--- src/rtl/demux_dispatch_ctrl.sv ---
// -----------------------------------------------------------------------------
// demux_dispatch_ctrl
//
// Sequencer for a 1x4 demultiplexer datapath. Words arrive on a valid/ready
// input and are parked on a shared bus (out_data). The controller drives the
// demux select lines and a one-hot per-channel valid. It then waits for the
// addressed channel to signal ready before it releases the word.
//
// The target channel is taken from in_sel (directed mode) or from an internal
// round-robin pointer (round-robin mode). The following support bring-up and
// debug:
//   - per-channel dispatch counters
//   - a sticky stall-timeout flag
//
// Ports
//   clk           in   1          rising-edge clock
//   rst           in   1          synchronous reset, active-high
//   mode          in   1          0 = directed (in_sel), 1 = round-robin
//   in_sel        in   2          target channel in directed mode
//   in_valid      in   1          input word valid
//   in_data       in   DATA_W     input word
//   in_ready      out  1          controller can accept a word this cycle
//   s1            out  1          demux select MSB (target[1])
//   s0            out  1          demux select LSB (target[0])
//   out_data      out  DATA_W     held word, fed to the demux data input
//   out_valid     out  4          one-hot valid, bit i = channel i
//   out_ready     in   4          per-channel ready
//   dispatch_cnt  out  4*CNT_W    channel i count at [i*CNT_W +: CNT_W]
//   busy          out  1          high while a word is held
//   err_stall     out  1          sticky stall-timeout flag
// -----------------------------------------------------------------------------
module demux_dispatch_ctrl #(
    parameter int DATA_W  = 8,
    parameter int CNT_W   = 8,
    parameter int TIMEOUT = 15
) (
    input  logic                 clk,
    input  logic                 rst,
    input  logic                 mode,
    input  logic [1:0]           in_sel,
    input  logic                 in_valid,
    input  logic [DATA_W-1:0]    in_data,
    output logic                 in_ready,
    output logic                 s1,
    output logic                 s0,
    output logic [DATA_W-1:0]    out_data,
    output logic [3:0]           out_valid,
    input  logic [3:0]           out_ready,
    output logic [4*CNT_W-1:0]   dispatch_cnt,
    output logic                 busy,
    output logic                 err_stall
);

    // FSM encoding
    localparam logic [0:0] ST_IDLE = 1'b0;   // no word held
    localparam logic [0:0] ST_HOLD = 1'b1;   // word on the bus, awaiting ready

    // The stall counter must be wide enough to hold TIMEOUT itself.
    localparam int                 STALL_W   = (TIMEOUT < 1) ? 1 : $clog2(TIMEOUT + 1);
    localparam logic [STALL_W-1:0] STALL_MAX = STALL_W'(TIMEOUT);

    // -------------------------------------------------------------------------
    // State registers
    // -------------------------------------------------------------------------
    logic [0:0]          state_reg,     state_next;
    logic [1:0]          tgt_reg,       tgt_next;
    logic                tgt_rr_reg,    tgt_rr_next;
    logic [DATA_W-1:0]   data_reg,      data_next;
    logic [1:0]          rr_ptr_reg,    rr_ptr_next;
    logic [STALL_W-1:0]  stall_cnt_reg, stall_cnt_next;
    logic                err_stall_reg, err_stall_next;

    // -------------------------------------------------------------------------
    // Handshake decode
    // -------------------------------------------------------------------------
    logic hold;
    logic tgt_ready;
    logic xfer;
    logic accept;
    logic [1:0] new_tgt;

    assign hold      = (state_reg == ST_HOLD);
    // Only the addressed channel's ready matters. The other bits are ignored.
    assign tgt_ready = out_ready[tgt_reg];
    assign xfer      = hold && tgt_ready;
    // A word can be taken when the bus is empty or when it is emptying on
    // this edge. The second case gives 1 word/cycle throughput.
    assign in_ready  = !rst && (!hold || tgt_ready);
    assign accept    = in_valid && in_ready;

    // The round-robin pointer moves only when a round-robin word completes.
    // Directed words leave the pointer alone. A back-to-back round-robin
    // accept sees the already-advanced pointer, so consecutive RR words walk
    // 0,1,2,3,0,...
    always_comb begin
        rr_ptr_next = rr_ptr_reg;
        if (xfer && tgt_rr_reg) begin
            rr_ptr_next = tgt_reg + 2'd1;
        end
    end

    assign new_tgt = mode ? rr_ptr_next : in_sel;

    // -------------------------------------------------------------------------
    // Next-state logic
    // -------------------------------------------------------------------------
    always_comb begin
        state_next  = state_reg;
        tgt_next    = tgt_reg;
        tgt_rr_next = tgt_rr_reg;
        data_next   = data_reg;

        if (accept) begin
            // A fresh word always wins, even when the previous one is
            // completing on this same edge.
            state_next  = ST_HOLD;
            tgt_next    = new_tgt;
            tgt_rr_next = mode;
            data_next   = in_data;
        end else if (xfer) begin
            // The bus and select lines keep their last value. Only the valid
            // drops, and it is derived from state.
            state_next = ST_IDLE;
        end
    end

    // Stall supervision: count HOLD cycles in which the target is not ready,
    // and saturate so the counter can never wrap back under the threshold.
    always_comb begin
        stall_cnt_next = stall_cnt_reg;
        if (xfer) begin
            stall_cnt_next = '0;
        end else if (hold && (stall_cnt_reg != STALL_MAX)) begin
            stall_cnt_next = stall_cnt_reg + STALL_W'(1);
        end
    end

    // The flag rises on the same edge on which the count reaches TIMEOUT.
    // Once set, it stays set until reset.
    assign err_stall_next = err_stall_reg || (stall_cnt_next == STALL_MAX);

    // -------------------------------------------------------------------------
    // Sequential core
    // -------------------------------------------------------------------------
    always_ff @(posedge clk) begin
        if (rst) begin
            state_reg     <= ST_IDLE;
            tgt_reg       <= 2'd0;
            tgt_rr_reg    <= 1'b0;
            data_reg      <= '0;
            rr_ptr_reg    <= 2'd0;
            stall_cnt_reg <= '0;
            err_stall_reg <= 1'b0;
        end else begin
            state_reg     <= state_next;
            tgt_reg       <= tgt_next;
            tgt_rr_reg    <= tgt_rr_next;
            data_reg      <= data_next;
            rr_ptr_reg    <= rr_ptr_next;
            stall_cnt_reg <= stall_cnt_next;
            err_stall_reg <= err_stall_next;
        end
    end

    // -------------------------------------------------------------------------
    // Per-channel dispatch counters and one-hot valid
    // -------------------------------------------------------------------------
    logic [CNT_W-1:0] cnt_reg [4];

    for (genvar gi = 0; gi < 4; gi++) begin : g_chan
        // Counters wrap naturally at 2^CNT_W.
        always_ff @(posedge clk) begin
            if (rst) begin
                cnt_reg[gi] <= '0;
            end else if (xfer && (tgt_reg == 2'(gi))) begin
                cnt_reg[gi] <= cnt_reg[gi] + CNT_W'(1);
            end
        end

        assign dispatch_cnt[gi*CNT_W +: CNT_W] = cnt_reg[gi];

        // Derived from state and target. This keeps the valid zero or
        // one-hot by construction.
        assign out_valid[gi] = hold && (tgt_reg == 2'(gi));
    end

    // -------------------------------------------------------------------------
    // Outputs
    // -------------------------------------------------------------------------
    assign s1        = tgt_reg[1];
    assign s0        = tgt_reg[0];
    assign out_data  = data_reg;
    assign busy      = hold;
    assign err_stall = err_stall_reg;

endmodule

--- config.mk ---
export PLATFORM = sky130hd
export DESIGN_NAME = demux_dispatch_ctrl
export DESIGN_NICKNAME = d
export VERILOG_FILES = /design/src/rtl/demux_dispatch_ctrl.sv
export SDC_FILE = /design/constraint.sdc
export NUM_CORES = 1
export LEC_CHECK = 0
export CAP_MARGIN = 20
export CORE_MARGIN = 2
export CORE_UTILIZATION = 52
export CTS_CLUSTER_SIZE = 25
export DETAILED_ROUTE_END_ITERATION = 8
export PLACE_DENSITY = 0.85
export SYNTH_ARGS = -nofsm -noshare
export SYNTH_HDL_FRONTEND = slang
export SYNTH_SLANG_ARGS = --single-unit
--- constraint.sdc ---
create_clock -name clk -period 3.81 [get_ports clk]
set_clock_uncertainty 0.15 [all_clocks]
set_input_delay 0.5715 -clock clk [delete_from_list [all_inputs] [get_ports clk]]
set_output_delay 0.5715 -clock clk [all_outputs]
set_load 0.01 [all_outputs]
==> results.md <==
- Status: finished, final reports clean
- Post-synth EDFFs: 32
- Cell taking the most area after synthesis: edfxtp_1
- Worst skew pair latency: around 0.3 ns
- Final wirelength: between 5 and 6 mm
- Clk buf depth: 2
- Post-route ant nets: 0
- Share of cells above drive strength 1: 0.04808
- Row Count: 25
- Largest net degree at the start of global routing: 19
- Most frequent cell after synthesis: nor2_1
- H-tree lvl count: 2
- Clk slew on worst S/H paths: 0.08 ns
- Clock sinks: 51
- Area growth syn-to-layout: 31.28%
- CTS tree: done
- Initial antenna violation count: 0
- Final hold violations: 0
- Hold Path Depth: 2
- Die Wd: approximately 73 microns
- Crit path DAT: around 2.3 ns
- Worst slew margin: 0.6017
- Fin nets: approximately 340
- Clock share of power: 0.270
- Die Ht: around 73 microns
- First drt pass iteration count: 4
- Endpoints failing setup: 0
- Setup CP Type: in2out
- Mapped cell area: around 0.0025 sq mm
- Yosys top cell area share: 0.3844
- Post-CTS Hold Buffers: 0
- Vias in the first global route: around 1,800
- Power Dens Cells: between 300 and 400 mW/mm^2
- Max-Cap Viols: 0
- DRC errors left: 0
- Total die area: between 0.005 and 0.006 sq mm
- Net load switching power: about 0.00026 W
- Sw Ratio: 0.2394
- Peak VDD IR: 0.2746 mV
- DR vias/cell: between 5 and 6
- Int Power: between 0.0008 and 0.0009 W
- Yosys reg bits: between 50 and 60
- Sequential Power Share: 0.591
- First-pass GRT wire length: slightly above 8 mm
- Synth warnings: 0
- CTS buffer count: 5
- Comb power frac: 0.139
- GRT Residual Overflow: 0
- Final Cycle Share: 0.8021
- Diodes inserted: 0
- Most frequent cells after synthesis: nor2_1 (34), edfxtp_1 (32), nand3_1 (28)
- Starting Density: 0.5328
- I/O pin count: 67
- Avg WL per Cell: 13.97 microns
- Post-cts resize count: 0
- RSZ-0062 raised after global routing: false
- Sequential-to-total area share from yosys stat: 0.5365
- Hold slack: roughly 0.33 ns
- R2R cell count: 5
- Synth top area cells: edfxtp_1 (38%), dfxtp_1 (15%), nand3_1 (5.6%), xor2_1 (5.3%), nor2_1 (5.1%)
- Yosys cell types: 38
- Minimum clock period: 3.056 ns
- Max Freq: approximately 330 MHz
- Clk Tree Root Cell: clkbuf_8
- Setup bufs post-CTS: 0
- Max-slew violations: 0
- Vias: 2,003
- Core area: between 0.004 and 0.005 sq mm
- DRT iter0 DRCs: 101
- Worst-Margin Slew: 0.5949 ns
- GRT Overall Usage: 0.2036
- Synth async-reset ratio: 0
- Top FF cell, synth: edfxtp_1
- Crit Path Max Fanout: 12
- Syn_nets: between 200 and 300
- Mapped Cells: between 200 and 250
- Worst Path Required: 3.09 ns
- Number of buffers added on ports: 66
- Worst Hold Class: reg2reg
- Total negative slack: 0 ns
- Startpoint Class: primary input
- Dpl hpwl: between 3 and 4 mm
- Leakage: roughly 1.2 nW
- GPL Wtd Cong: ~0.9
- Mean Syn Cell Area: slightly above 10 sq um
- Max FFs per register: 32
- CP Capture Type: output port
[layout make-up]
cell class | count | area [sq um]
clock inverters | 1 | 5.005
flip-flops and latches | 51 | 1341
fillers | 381 | 1410
multi-input cells | 171 | 1064
well taps | 54 | 67.56
inverters | 14 | 52.55
clock buffers | 7 | 76.32
repair buffers | 68 | 675.6
[through the flow]
stage	instance area (sq um)	utilization	instances	setup slack, ns	total power [W]
4_1_cts	3282	0.6995	366	0.7565	0.001093
3_3_place_gp	3201	0.6821	358	0.7746	0.0008005
2_1_floorplan	2500	-	245	1.726	0.0007201
5_1_grt	3282	0.6995	366	0.6936	0.001133
3_5_place_dp	3201	0.6821	358	0.7627	0.0008040
6_report	3282	0.6995	366	0.7540	0.001084
[cell families (layout without fill, tap and decap cells)]
logic type	count (synthesis)	count (layout)	share of synthesized area
fa+ha+maj	9	9	0.04505
compound gates	29	29	0.07458
buf+inv	23	90	0.03803
mux	5	5	0.02603
simple gates	104	104	0.1957
flops	51	51	0.5365
xor+xnor	24	24	0.08409
[worst paths after layout]
path,start,to,slack (ns)
max,out_ready[2],in_ready,0.75
max reg2reg,tgt_reg[0]$_SDFFE_PP0P_,tgt_reg[1]$_SDFFE_PP0P_,1.42
min,out_data[2]$_SDFFE_PP0P_,out_data[2]$_SDFFE_PP0P_,0.33
min reg2reg,out_data[2]$_SDFFE_PP0P_,out_data[2]$_SDFFE_PP0P_,0.33
[layer usage]
metal,GRT usage,vias up,wire length [microns]
met5,0,-,0
met4,0.06465,0,61
met3,0.06036,5,350
met2,0.3423,79,2541
met1,0.2527,931,2159
li1,-,988,-
[critical path, stage by stage]
cell and delay [ns]:
clkdlybuf4s50_1 0.45, mux4_2 0.61, inv_1 0.13, a21oi_1 0.07
clkdlybuf4s50_1 0.50
[power groups by stage]
stage | registers [W] | logic [W] | clock network (W)
after detailed placement | 0.000653 | 0.000151 | 0
after CTS | 0.000641 | 0.000152 | 0.000301
after global placement | 0.000652 | 0.000148 | 0
final | 0.000641 | 0.000150 | 0.000293
after global routing | 0.000645 | 0.000165 | 0.000322
after floorplan | 0.000657 | 0.0000635 | 0
[cell usage in the layout (no fill, tap or decap), types with 4 or more instances in the layout]
cell	instances
clkdlybuf4s50_1	66
dfxtp_1	19
nand2_1	18
and2_1	4
o21ai_0	11
edfxtp_1	32
and3_1	13
nand3_1	28
nor2_1	34
a21oi_1	6
xor2_1	15
inv_1	13
clkbuf_8	5
xnor2_1	9
ha_1	9
Power figures use the tool's default switching activity.
==> edit 1 (same flow settings) <==
Add an input register stage for `mode`, with the module's reset; this delays it by one clock. The other inputs are not delayed to match.
--- a/src/rtl/demux_dispatch_ctrl.sv
+++ b/src/rtl/demux_dispatch_ctrl.sv
@@ -61,2 +61,12 @@
 
+    logic mode_q;
+
+    always_ff @(posedge clk) begin
+        if (rst) begin
+            mode_q <= '0;
+        end else begin
+            mode_q <= mode;
+        end
+    end
+
     // -------------------------------------------------------------------------
@@ -101,3 +111,3 @@
 
-    assign new_tgt = mode ? rr_ptr_next : in_sel;
+    assign new_tgt = mode_q ? rr_ptr_next : in_sel;
 
@@ -117,3 +127,3 @@
             tgt_next    = new_tgt;
-            tgt_rr_next = mode;
+            tgt_rr_next = mode_q;
             data_next   = in_data;
Formal check against the unedited RTL: not equivalent (a bounded check fails within 4 cycles, from zero or initial values and one cycle with rst high).
==> edit 1 against the unedited design <==
  * Area after synthesis increased by 1.1%
  * Sequential cell count rose by 1
  * Count of clock-buffer cells in the layout fell by 1
  * First-iteration DRC count fell by 20%
  * Total power rose by 0.86%
  * Cell area rose by 0.92%
  * Maximum frequency grew 0.62%
  * Wire length shrank 5.2%
  * Setup slack improved by 0.019 ns
  * Via count shrank 2.8%
  * Cell count grew 0.55%
  * Critical path type unchanged
==> edit 1: results (changes against the unedited design) <==
| Metric | Value |
|---|---|
| Root buffer cell | clkbuf_8 |
| Async S/R FF share, synth | 0 (unchanged) |
| Status | complete, no violations |
| Post-CTS resize count | 0 (unchanged) |
| Leak | 0.00125 uW (+0.54%) |
| Synth area leaders | edfxtp_1, dfxtp_1, nand3_1 |
| Post-CTS Setup Inserts | 0 (unchanged) |
| Detail Placement HPWL | 3560 um (-6.8%) |
| Commonest cells post-synth | nor2_1, edfxtp_1, nand3_1 |
| Average cell area after synthesis | 10.2 sq um (+0.23%) |
| Post-CTS Hold Buffers | 0 (unchanged) |
| Register area share after synthesis | 0.539 (+0.00234) |
| Worst-Skew Late Latency | a little under 0.3 ns |
| Fillcell total | 379 (-0.52%) |
| Clock Tree Buf Depth | 2 (unchanged) |
| Worst Hold Class | register to register |
| Total CTS buffers | 5 (unchanged) |
| DP Area | 3230 sq um (+0.82%) |
| Synthesized net count | 274 (+0.74%) |
| Vias in the first global route | 1787 (+0.73%) |
| Average wire per standard cell | 13.2 um (-5.7%) |
| Critical path fanouts, max | 12 (unchanged) |
| Number of synthesized flops with an enable pin | 32 (unchanged) |
| Number of DRC markers in iteration 0 | 81 (-20%) |
| Max reg flops | 32 (unchanged) |
| Vias | 1947 (-2.8%) |
| Pin count of the biggest net entering global routing | 22 (+3) |
| Site Rows | 25 (unchanged) |
| GR Util All Layers | 0.182 (-0.0213) |
| Slew at the pin closest to its max-slew limit | 0.565 ns (-0.0294 ns) |
| N_diodes | 0 (unchanged) |
| GPL Wtd Cong | 0.797 (-12%) |
| Flop-to-flop setup slack | 1.66 ns (+0.24 ns) |
| Share of layout cells above drive strength 1 | 0.0510 (+0.00288) |
| Synth Flop Type | edfxtp_1 |
| Arr. time, crit path | around 2.3 ns |
| Synth unique cells | 39 (+2.6%) |
| Net Sw Power | 259 uW (-0.38%) |
| Clk slew on worst S/H paths | 0.08 ns (about the same) |
| Post-Place Cells | 360 (+0.56%) |
| Nets | 340 (+0.59%) |
| Worst IR Drop VDD | 195 uV (-29%) |
| First-pass GRT wire length | 7760 um (-6.0%) |
| I/O Buffers | 66 (unchanged) |
| Slew Viols, Final | 0 (unchanged) |
| Antenna violations before repair | 0 (unchanged) |
| Final Non-Filler Cells | 368 (+0.55%) |
| Yosys warns | 0 (unchanged) |
| TritonRoute pass-1 iters | 4 (unchanged) |
| H-tree lvl count | 2 (unchanged) |
-- edit 1: final cells by class --
type / count / area [sq um] / area share
clock inverters: 2 / 12.5 / 0.00378
inverters: 14 / 52.6 / 0.0159
flip-flops and latches: 52 / 1360 / 0.411
repair buffers: 68 / 676 / 0.204
multi-input cells: 172 / 1070 / 0.323
well taps: 54 / 67.6 / 0.0204
clock buffers: 6 / 72.6 / 0.0219
-- edit 1: path summary, 6_finish.rpt --
| path | cells after the start | startpoint | end |
|---|---|---|---|
| worst max-delay path | 5 | out_ready[0] | in_ready |
| worst min-delay path | 2 | out_data[5]$_SDFFE_PP0P_ | out_data[5]$_SDFFE_PP0P_ |
| worst max register to register | 4 | tgt_reg[0]$_SDFFE_PP0P_ | cnt_reg[3][4]$_SDFFCE_PN0P_ |
| worst min register to register | 2 | out_data[5]$_SDFFE_PP0P_ | out_data[5]$_SDFFE_PP0P_ |
-- edit 1: power by group through the flow --
| stage | clock [uW] | combinational, uW | sequential, uW |
|---|---|---|---|
| 6_report | 293 | 149 | 651 |
| 5_1_grt | 325 | 165 | 655 |
| 4_1_cts | 300 | 151 | 651 |
| 3_5_place_dp | 0 | 150 | 663 |
| 3_3_place_gp | 0 | 147 | 662 |
| 2_1_floorplan | 0 | 62.6 | 668 |
-- edit 1: kinds of logic (layout without fill, tap and decap cells) --
kind of cell	after synthesis	count (layout)	synth area share
xor+xnor	24	24	0.0832
buf+inv	23	90	0.0376
compound gates	29	29	0.0738
simple gates	105	105	0.196
fa+ha+maj	9	9	0.0446
mux	5	5	0.0258
flops	52	52	0.539
-- edit 1: per-stage QoR --
step                hold slack (ns)  setup slack (ns)  utilization  power, uW
CTS                           0.331             0.777        0.706       1100
floorplan                     0.310              1.73            -        730
finish                        0.327             0.773        0.706       1090
detailed placement            0.314             0.779        0.688        813
global route                  0.363             0.695        0.706       1140
global placement              0.301             0.810        0.688        809
-- edit 1: per-layer routing --
metal	routed length (um)	GRT usage	vias up	share of wire
met3	279	0.0590	2	0.058
met4	17	0.0404	0	0.0035
met5	0	0	-	0
met2	2300	0.300	60	0.48
li1	-	-	993	-
met1	2250	0.235	892	0.46
-- edit 1: worst max-delay path, cell delays in order --
cell and delay, ns:
clkdlybuf4s50_1 0.42, mux4_2 0.60, inv_1 0.13, a21oi_1 0.08, clkdlybuf4s50_1 0.51
==> edit 2 (config.mk and constraints unchanged) <==
Without the edit above. Change the parameter `DATA_W` from 8 to 10.
--- a/src/rtl/demux_dispatch_ctrl.sv
+++ b/src/rtl/demux_dispatch_ctrl.sv
@@ -32,3 +32,3 @@
 module demux_dispatch_ctrl #(
-    parameter int DATA_W  = 8,
+    parameter int DATA_W  = 10,
     parameter int CNT_W   = 8,
Interface: changed (resized in_data and out_data); port bits go from 67 to 71. The function was not compared with the original's and may differ.
==> edit 2 against the unedited design <==
  * Sequential cell count grew 2
  * Clock power up 27%
  * Non-clock buffer count grew 4
  * Total power up 8.5%
  * Cell area grew 3.7%
  * Sequential share of layout area shrank 0.30 points
  * Setup slack gained 0.050 ns
  * Count of clock-buffer cells in the layout down 1
  * Wire length shrank 3.4%
  * Highest routed layer unchanged
  * Core utilization grew 2.1 points
  * Area after synthesis up 1.7%
  * Synthesized cell count increased by 0.82%
==> edit 2: results (changes against the unedited design) <==
| Metric | Value |
|---|---|
| Min-delay src | out_data[2]$_SDFFE_PP0P_ |
| Nets | 346 (+2.4%) |
| Largest stage delay, worst path | 0.59 ns (-0.02 ns) |
| Slew at the pin closest to its max-slew limit | 0.684 ns (+0.0890 ns) |
| First-pass GRT wire length | 7650 um (-7.3%) |
| Detail Placement HPWL | 3680 um (-3.7%) |
| GPL Wtd Cong | 0.857 (-5.0%) |
| Synthesized net count | 276 (+1.5%) |
| Clk slew on worst S/H paths | around 0.090 ns |
| GR Util All Layers | 0.184 (-0.0199) |
| Synth unique cells | 35 (-7.9%) |
| Synth area leaders | edfxtp_1, dfxtp_1, nand3_1 |
| R2r startpoint | tgt_reg[0]$_SDFFE_PP0P_ |
| Commonest cells post-synth | nor2_1, edfxtp_1, nand3_1 |
| Worst IR Drop VDD | 272 uV (-1.0%) |
| Leak | 0.00129 uW (+4.5%) |
| Status | complete, no violations |
| Post-CTS resize count | 0 (unchanged) |
| Register area share after synthesis | 0.544 (+0.00704) |
| Pin count of the biggest net entering global routing | 21 (+2) |
| I/O Buffers | 70 (+6.1%) |
| Share of layout cells above drive strength 1 | 0.0409 (-0.00720) |
| Critical Path Start | out_ready[0] |
| Antenna violations before repair | 0 (unchanged) |
| Number of synthesized flops with an enable pin | 32 (unchanged) |
| Vias in the first global route | 1686 (-5.0%) |
| Number of DRC markers in iteration 0 | 82 (-19%) |
| Average wire per standard cell | 12.8 um (-8.2%) |
| P_int | 909 uW (+10%) |
| Worst Hold Class | register to register |
| Drt via density | 5.09 (-6.9%) |
| DP Area | 3300 sq um (+3.0%) |
-- edit 2: cell count changes after synthesis, sizes merged, moves of 2 or more --
cell / before / now
dfxtp: 19 / 21
inv: 13 / 16
mux2: 2 / 0
o311ai: 0 / 2
-- edit 2: worst paths after layout --
kind                                    to  slack (ns)  depth (start not counted)
setup / recovery                  in_ready        0.80                          5
setup reg to reg   tgt_reg[1]$_SDFFE_PP0P_        1.38                          5
hold reg to reg   out_data[2]$_SDFFE_PP0P_        0.33                          2
hold / removal    out_data[2]$_SDFFE_PP0P_        0.33                          2
-- edit 2: kinds of logic after synthesis --
logic type | after synthesis | share of synthesized area
compound gates | 28 | 0.0729
xor+xnor | 24 | 0.0827
fa+ha+maj | 9 | 0.0443
buf+inv | 25 | 0.0404
flops | 53 | 0.544
mux | 4 | 0.0207
simple gates | 104 | 0.195
-- edit 2: through the flow --
step	util	hold WS [ns]	worst slack (ns)	instances	power [uW]
floorplan	-	0.309	1.71	247	734
global placement	0.698	0.302	0.809	377	815
detailed placement	0.698	0.316	0.796	377	818
CTS	0.721	0.332	0.793	385	1180
global route	0.721	0.356	0.744	385	1220
finish	0.721	0.330	0.804	385	1180
-- edit 2: worst reg2reg max path, cell delays in order (launching register included) --
cell and delay, ns:
dfxtp_1 0.46, mux4_2 0.67, o211ai_2 0.60, buf_4 0.27, nand3_1 0.08, o311ai_1 0.10
-- edit 2: power groups by stage --
| stage | clock network (uW) | logic, uW | registers [uW] |
|---|---|---|---|
| 2_1_floorplan | 0 | 56.3 | 677 |
| 3_3_place_gp | 0 | 145 | 670 |
| 3_5_place_dp | 0 | 147 | 671 |
| 4_1_cts | 375 | 148 | 658 |
| 5_1_grt | 399 | 160 | 663 |
| 6_report | 372 | 146 | 658 |
-- edit 2: layer usage --
| layer | vias up | track usage | routed length [um] |
|---|---|---|---|
| li1 | 1004 | - | - |
| met1 | 889 | 0.241 | 2270 |
| met2 | 63 | 0.283 | 2260 |
| met3 | 5 | 0.0727 | 349 |
| met4 | 0 | 0.0545 | 57 |
| met5 | - | 0 | 0 |
-- edit 2: layout make-up --
| class | count | area [sq um] |
|---|---|---|
| clock buffer | 6 | 72.6 |
| timing repair buffer | 72 | 716 |
| inverter | 16 | 60.1 |
| clock inverter | 2 | 33.8 |
| sequential | 53 | 1380 |
| multi-input combinational | 169 | 1060 |
| fill | 378 | 1320 |
| tap | 67 | 83.8 |
